[src/rtl/out_vec_monitor_if.sv]
// out_vec_monitor_if
//   Bundles the sampled controller vector, the soft clear, the FIFO read port
//   and the status outputs of out_vec_monitor.
//   master : the agent that drives y_in/clr/rd_en and observes status
//   slave  : the monitor itself
//   y_in[22:0]   controller output vector (bit 0 = y1 ... bit 22 = y23)
//   clr          synchronous soft clear, same effect as reset
//   rd_en        pop request for the FIFO head
//   rd_data      popped vector (registered), rd_valid one-cycle pulse
//   empty/full   FIFO occupancy flags, level = occupancy
//   overflow     sticky dropped-capture flag
//   stall        high while the FSM is in STALL
//   evt_cnt      saturating count of accepted change events
//   state        FSM encoding (IDLE=0, RUN=1, STALL=2)
interface out_vec_monitor_if #(
   parameter int DEPTH = 8
);
   localparam int LW = $clog2(DEPTH) + 1;

   logic [22:0]   y_in;
   logic          clr;
   logic          rd_en;
   logic [22:0]   rd_data;
   logic          rd_valid;
   logic          empty;
   logic          full;
   logic [LW-1:0] level;
   logic          overflow;
   logic          stall;
   logic [15:0]   evt_cnt;
   logic [1:0]    state;

   modport master (
      output y_in, clr, rd_en,
      input  rd_data, rd_valid, empty, full, level, overflow, stall, evt_cnt, state
   );

   modport slave (
      input  y_in, clr, rd_en,
      output rd_data, rd_valid, empty, full, level, overflow, stall, evt_cnt, state
   );
endinterface

[src/rtl/out_vec_monitor.sv]
// out_vec_monitor
//   Watches a 23-bit controller output vector, captures every change into a
//   small FIFO and flags a stall when the vector stays frozen for STALL_LIMIT
//   consecutive samples.
//   clk  : single clock, all state on its rising edge
//   rst  : synchronous active-high reset
//   bus  : out_vec_monitor_if.slave (y_in, clr, rd_en in; FIFO read data and
//          status out). Every output is driven straight from a flop.
//
//   state | meaning
//   ------+-----------------------------------------------------------------
//   IDLE  | waiting for the first non-zero vector; no change events counted
//   RUN   | vector is moving; each change is captured and counted
//   STALL | vector unchanged for STALL_LIMIT samples; next change -> RUN
module out_vec_monitor #(
   parameter int DEPTH       = 8,
   parameter int STALL_LIMIT = 16
) (
   input logic            clk,
   input logic            rst,
   out_vec_monitor_if.slave bus
);
   localparam int AW = $clog2(DEPTH);
   localparam int LW = AW + 1;
   localparam logic [7:0]    LIMIT = 8'(STALL_LIMIT);
   localparam logic [LW-1:0] LVL_FULL = LW'(DEPTH);

   typedef enum logic [1:0] {
      IDLE  = 2'd0,
      RUN   = 2'd1,
      STALL = 2'd2
   } state_t;

   state_t        state_q;
   state_t        state_d;
   logic [22:0]   prev_q;
   logic [7:0]    run_q;
   logic [7:0]    run_d;
   logic [AW-1:0] wr_ptr_q;
   logic [AW-1:0] rd_ptr_q;
   logic [LW-1:0] level_q;
   logic [LW-1:0] level_d;
   logic          empty_q;
   logic          full_q;
   logic          ovf_q;
   logic          stall_q;
   logic          rd_valid_q;
   logic [22:0]   rd_data_q;
   logic [15:0]   evt_q;

   logic          soft_rst;
   logic          changed;
   logic          push;
   logic          evt_inc;
   logic          pop;
   logic          do_push;
   logic          drop;

   logic [22:0]   mem [DEPTH];

   assign soft_rst = rst | bus.clr;
   assign changed  = (bus.y_in != prev_q);

   always_comb begin
      state_d = state_q;
      run_d   = run_q;
      push    = 1'b0;
      evt_inc = 1'b0;
      case (state_q)
         IDLE: begin
            // The first non-zero vector is captured but is not a change event.
            if (bus.y_in != 23'd0) begin
               state_d = RUN;
               run_d   = 8'd0;
               push    = 1'b1;
            end
         end
         RUN, STALL: begin
            if (changed) begin
               state_d = RUN;
               run_d   = 8'd0;
               push    = 1'b1;
               evt_inc = 1'b1;
            end else begin
               if (run_q < LIMIT) begin
                  run_d = run_q + 8'd1;
               end
               // Enter STALL on the same edge the counter lands on the limit.
               if (state_q == RUN && run_d == LIMIT) begin
                  state_d = STALL;
               end
            end
         end
         default: begin
            state_d = IDLE;
            run_d   = 8'd0;
         end
      endcase
   end

   // Pop is gated by empty, so a push into an empty FIFO never falls through.
   // When full, a pop frees the slot the simultaneous push lands in.
   assign pop     = bus.rd_en & ~empty_q;
   assign do_push = push & (~full_q | pop);
   assign drop    = push & full_q & ~pop;
   assign level_d = level_q + LW'(do_push) - LW'(pop);

   always_ff @(posedge clk) begin
      if (rst) begin
         state_q    <= IDLE;
         prev_q     <= 23'd0;
         run_q      <= 8'd0;
         wr_ptr_q   <= '0;
         rd_ptr_q   <= '0;
         level_q    <= '0;
         empty_q    <= 1'b1;
         full_q     <= 1'b0;
         ovf_q      <= 1'b0;
         stall_q    <= 1'b0;
         rd_valid_q <= 1'b0;
         rd_data_q  <= 23'd0;
         evt_q      <= 16'd0;
      end else if (bus.clr) begin
         state_q    <= IDLE;
         prev_q     <= 23'd0;
         run_q      <= 8'd0;
         wr_ptr_q   <= '0;
         rd_ptr_q   <= '0;
         level_q    <= '0;
         empty_q    <= 1'b1;
         full_q     <= 1'b0;
         ovf_q      <= 1'b0;
         stall_q    <= 1'b0;
         rd_valid_q <= 1'b0;
         rd_data_q  <= 23'd0;
         evt_q      <= 16'd0;
      end else begin
         state_q    <= state_d;
         prev_q     <= bus.y_in;
         run_q      <= run_d;
         level_q    <= level_d;
         empty_q    <= (level_d == '0);
         full_q     <= (level_d == LVL_FULL);
         stall_q    <= (state_d == STALL);
         rd_valid_q <= pop;
         if (do_push) begin
            wr_ptr_q <= wr_ptr_q + AW'(1);
         end
         if (pop) begin
            rd_ptr_q  <= rd_ptr_q + AW'(1);
            rd_data_q <= mem[rd_ptr_q];
         end
         if (drop) begin
            ovf_q <= 1'b1;
         end
         if (evt_inc && evt_q != 16'hFFFF) begin
            evt_q <= evt_q + 16'd1;
         end
      end
   end

   // Storage is never cleared; pointers and level hide stale entries.
   always_ff @(posedge clk) begin
      if (!soft_rst && do_push) begin
         mem[wr_ptr_q] <= bus.y_in;
      end
   end

   assign bus.rd_data  = rd_data_q;
   assign bus.rd_valid = rd_valid_q;
   assign bus.empty    = empty_q;
   assign bus.full     = full_q;
   assign bus.level    = level_q;
   assign bus.overflow = ovf_q;
   assign bus.stall    = stall_q;
   assign bus.evt_cnt  = evt_q;
   assign bus.state    = state_q;

endmodule

[src/flat_wrapper.sv]
// flat-port wrapper written by rule: the top's interface ports become plain ports
module out_vec_monitor_flat 
#(
   parameter int DEPTH       = 8,
   parameter int STALL_LIMIT = 16
)
  (clk, rst, bus_y_in, bus_clr, bus_rd_en, bus_rd_data, bus_rd_valid, bus_empty, bus_full, bus_level, bus_overflow, bus_stall, bus_evt_cnt, bus_state);
  out_vec_monitor_if #(.DEPTH(DEPTH)) bus_i ();
  input logic clk;
  input logic rst;
  input wire logic [$bits(bus_i.y_in)-1:0] bus_y_in;
  input wire logic [$bits(bus_i.clr)-1:0] bus_clr;
  input wire logic [$bits(bus_i.rd_en)-1:0] bus_rd_en;
  output wire logic [$bits(bus_i.rd_data)-1:0] bus_rd_data;
  output wire logic [$bits(bus_i.rd_valid)-1:0] bus_rd_valid;
  output wire logic [$bits(bus_i.empty)-1:0] bus_empty;
  output wire logic [$bits(bus_i.full)-1:0] bus_full;
  output wire logic [$bits(bus_i.level)-1:0] bus_level;
  output wire logic [$bits(bus_i.overflow)-1:0] bus_overflow;
  output wire logic [$bits(bus_i.stall)-1:0] bus_stall;
  output wire logic [$bits(bus_i.evt_cnt)-1:0] bus_evt_cnt;
  output wire logic [$bits(bus_i.state)-1:0] bus_state;
  assign bus_i.y_in = bus_y_in;
  assign bus_i.clr = bus_clr;
  assign bus_i.rd_en = bus_rd_en;
  assign bus_rd_data = bus_i.rd_data;
  assign bus_rd_valid = bus_i.rd_valid;
  assign bus_empty = bus_i.empty;
  assign bus_full = bus_i.full;
  assign bus_level = bus_i.level;
  assign bus_overflow = bus_i.overflow;
  assign bus_stall = bus_i.stall;
  assign bus_evt_cnt = bus_i.evt_cnt;
  assign bus_state = bus_i.state;
  out_vec_monitor #(.DEPTH(DEPTH), .STALL_LIMIT(STALL_LIMIT)) u_core (.clk(clk), .rst(rst), .bus(bus_i));
endmodule
[config.mk]
export PLATFORM = sky130hd
export DESIGN_NAME = out_vec_monitor_flat
export DESIGN_NICKNAME = d
export VERILOG_FILES = /design/src/rtl/out_vec_monitor_if.sv /design/src/rtl/out_vec_monitor.sv /design/src/flat_wrapper.sv
export SDC_FILE = /design/constraint.sdc
export NUM_CORES = 1
export LEC_CHECK = 0
export CORE_ASPECT_RATIO = 2
export CORE_UTILIZATION = 50
export CTS_CLUSTER_SIZE = 24
export DETAILED_ROUTE_END_ITERATION = 6
export PLACE_DENSITY = 0.69
export SLEW_MARGIN = 25
export SYNTH_ARGS = -nofsm -noshare
export SYNTH_HDL_FRONTEND = slang
export SYNTH_SLANG_ARGS = --single-unit
export TNS_END_PERCENT = 50
[constraint.sdc]
create_clock -name clk -period 3.9 [get_ports clk]
set_input_delay 0.78 -clock clk [delete_from_list [all_inputs] [get_ports clk]]
set_output_delay 0.78 -clock clk [all_outputs]
set_load 0.03 [all_outputs]
==> flow_summary_export.csv <==
group,metric,value,unit
timing,rsz0062_at_grt,"no",
cells_and_area,utilization,61.1,%
routing,finalWirelength,23100,um
cells_and_area,regArea,0.00727,mm2
floorplanning,dieArea,0.0220,mm2
clock_tree,numCtsBuffers,23,
synthesis,ys.flop_type,"edfxtp_1",
routing,drtIter0Drc,294,
cells_and_area,fill_cells,1538,
critical_path,crit_fanout,6,
run_status,status,"finished clean",
timing,fin_setup_tns,0,ps
critical_path,setup.worst_path.end_class,"flip-flop",
job,maxCapViolCount,0,
floorplanning,fp.dieW,105,um
timing,max_slew_margin,33.5,%
placement,gp_congestion,0.802,
clock_tree,cts-root-buf,"clkbuf_16",
floorplanning,coreArea,0.0209,mm2
global_route,grt_max_degree,51,
synthesis,synth_seq_cells,271,
placement,port_buffers,76,
placement,place_inst,1022,
global_route,gr-total-overflow,0,
placement,place_area,0.0121,mm2
clock_tree,cts_sinks,271,
routing,wl_met2,13100,um
clock_tree,clk_latency,520,ps
global_route,grt_first_pass_wirelength,35500,um
synthesis,synth_cell_types,52,
synthesis,synthArstFlopShare,0,%
routing,met3_wirelength,763,um
clock_tree,cts_tree,"yes",
clock_tree,h-tree-depth,1,
routing,drtAntennaViolNets,0,
routing,wl_per_cell,21.7,um
cells_and_area,layout.cells.non_filler,1063,
timing,setup_viol,0,
cells_and_area,drive_gt1_share,19.6,%
timing,tightest_slew,998,ps
cells_and_area,final_common_cell,"edfxtp_1",
clock_tree,path_clk_slew,70,ps
critical_path,cp.arrival,3860,ps
cells_and_area,nNetsFinal,817,
timing,slew_viol_final,0,
timing,fin_ws,483,ps
routing,vias_per_cell,5.68,
critical_path,path_class,"input pin to flip-flop",
cells_and_area,diodes,0,
timing,finClkSkew,25.3,ps
timing,max_clock_freq,293,MHz
power_and_ir_drop,ir_drop,301,uV
global_route,antenna_found_initial,0,
routing,routed.top_layer,"met4",
critical_path,cp-start-kind,"input pin",
cells_and_area,finalInstanceArea,0.0128,mm2
power_and_ir_drop,p_total,5.69,mW
synthesis,yosysSeqAreaShare,68.0,%
floorplanning,start_util,51.0,%
global_route,track_usage,21.7,%
floorplanning,ios,77,
power_and_ir_drop,power_density,445,mW/mm2
placement,place_ws,-30.2,ps
cells_and_area,multi_input_area,0.00326,mm2
global_route,grt_pass1_vias,6471,
synthesis,synth_enable_flop_cells,184,
routing,wl_met1,8570,um
synthesis,synth.net_count,706,
clock_tree,post_cts_buffers,0,
routing,firstDrtPassIters,4,
floorplanning,die_h,209,um
clock_tree,clk_path_buf_depth,3,
synthesis,postSynthAreaPerCell,16.0,um2
placement,dp_hpwl,14600,um
routing,route.vias.total,6039,
synthesis,yosys_warnings,0,
power_and_ir_drop,p_leak,4.06,nW
timing,holdWs,494,ps
clock_tree,postCtsHoldBufs,0,
cells_and_area,syn_to_final_growth,19.7,%
timing,hold_viol,0,
worst_hold_path,worstHoldPathType,"flip-flop to flip-flop",
critical_path,cp_data_required_time,4340,ps
timing,fin_crit,3420,ps
routing,remaining_drc_errors,0,
floorplanning,rows,75,
synthesis,syn-instance-count,667,
synthesis,netlist_area,0.0107,mm2
clock_tree,cts.repair.resized,0,
cells_and_area,most-common-layout-cells,"edfxtp_1, dfxtp_1, clkdlybuf4s50_1, mux4_2, nor2_1",
timing,period_share,87.6,%
-- flip-flops by register name, summed over array words and instances, names as in the netlist --
signal	count
u_core.bus.full	1
u_core.bus.empty	1
u_core.run_q	8
u_core.rd_ptr_q	3
u_core.bus.overflow	1
u_core.bus.level	4
u_core.bus.evt_cnt	16
u_core.bus.state	2
u_core.wr_ptr_q	3
u_core.bus.rd_valid	1
u_core.prev_q	23
u_core.bus.rd_data	23
u_core.bus.stall	1
u_core.mem	184
-- critical path: stages --
cell and delay [ps]:
clkdlybuf4s50_1 680, xnor2_1 180, nand3_1 190, o41ai_2 510, a311oi_4 180, ha_1 270
fa_1 380, xor2_1 170, or3_1 330, o21ai_0 180
-- synth_stat cells, drive strengths merged, types with 13 or more instances --
cell type	count	share of area, %
edfxtp	184	52
xnor2	30	2.5
nand2	21	0.76
clkbuf	17	0.60
buf	13	0.74
a211oi	29	2.1
mux2i	27	2.5
mux4	46	9.7
inv	13	0.46
nor2	49	1.7
dfxtp	87	16
and2	35	2.1
-- per-layer routing --
layer,GRT usage (%),vias up
met5,0,-
met4,8.11,0
met3,2.59,38
met2,42.0,146
met1,23.7,3082
li1,-,2773
-- report_power, final --
group          switching, mW  internal, mW
combinational          0.220         0.170
sequential            0.0238          3.11
clock                   1.00          1.16
-- kinds of logic (layout without fill, tap and decap cells) --
family	count (synthesis)	count (layout)	synth area share, %
flip-flops	271	271	68.0
AO/OA/AOI/OAI	68	68	5.01
AND/OR/NAND/NOR	165	165	8.49
buffers and inverters	43	170	1.79
adder cells (fa/ha/maj)	12	12	1.48
multiplexers	73	73	12.2
XOR/XNOR	35	35	2.94
-- cell type report --
cell class | count | share of cell area, %
clock buffers | 28 | 4.65
clock inverters | 13 | 0.842
inverters | 13 | 0.382
multi-input cells | 353 | 25.5
flip-flops and latches | 271 | 56.9
well taps | 269 | 2.63
repair buffers | 116 | 9.18
-- final timing paths --
check | start | end | slack (ps) | cells after the start
max | bus_y_in[7] | u_core.bus.empty$_SDFF_PP1_ | 480 | 10
min | u_core.bus.evt_cnt[6]$_SDFFE_PP0P_ | u_core.bus.evt_cnt[6]$_SDFFE_PP0P_ | 490 | 2
max reg2reg | u_core.prev_q[17]$_SDFF_PP0_ | u_core.bus.empty$_SDFF_PP1_ | 990 | 9
min reg2reg | u_core.bus.evt_cnt[6]$_SDFFE_PP0P_ | u_core.bus.evt_cnt[6]$_SDFFE_PP0P_ | 490 | 2
(Power assumes the default switching activity.)
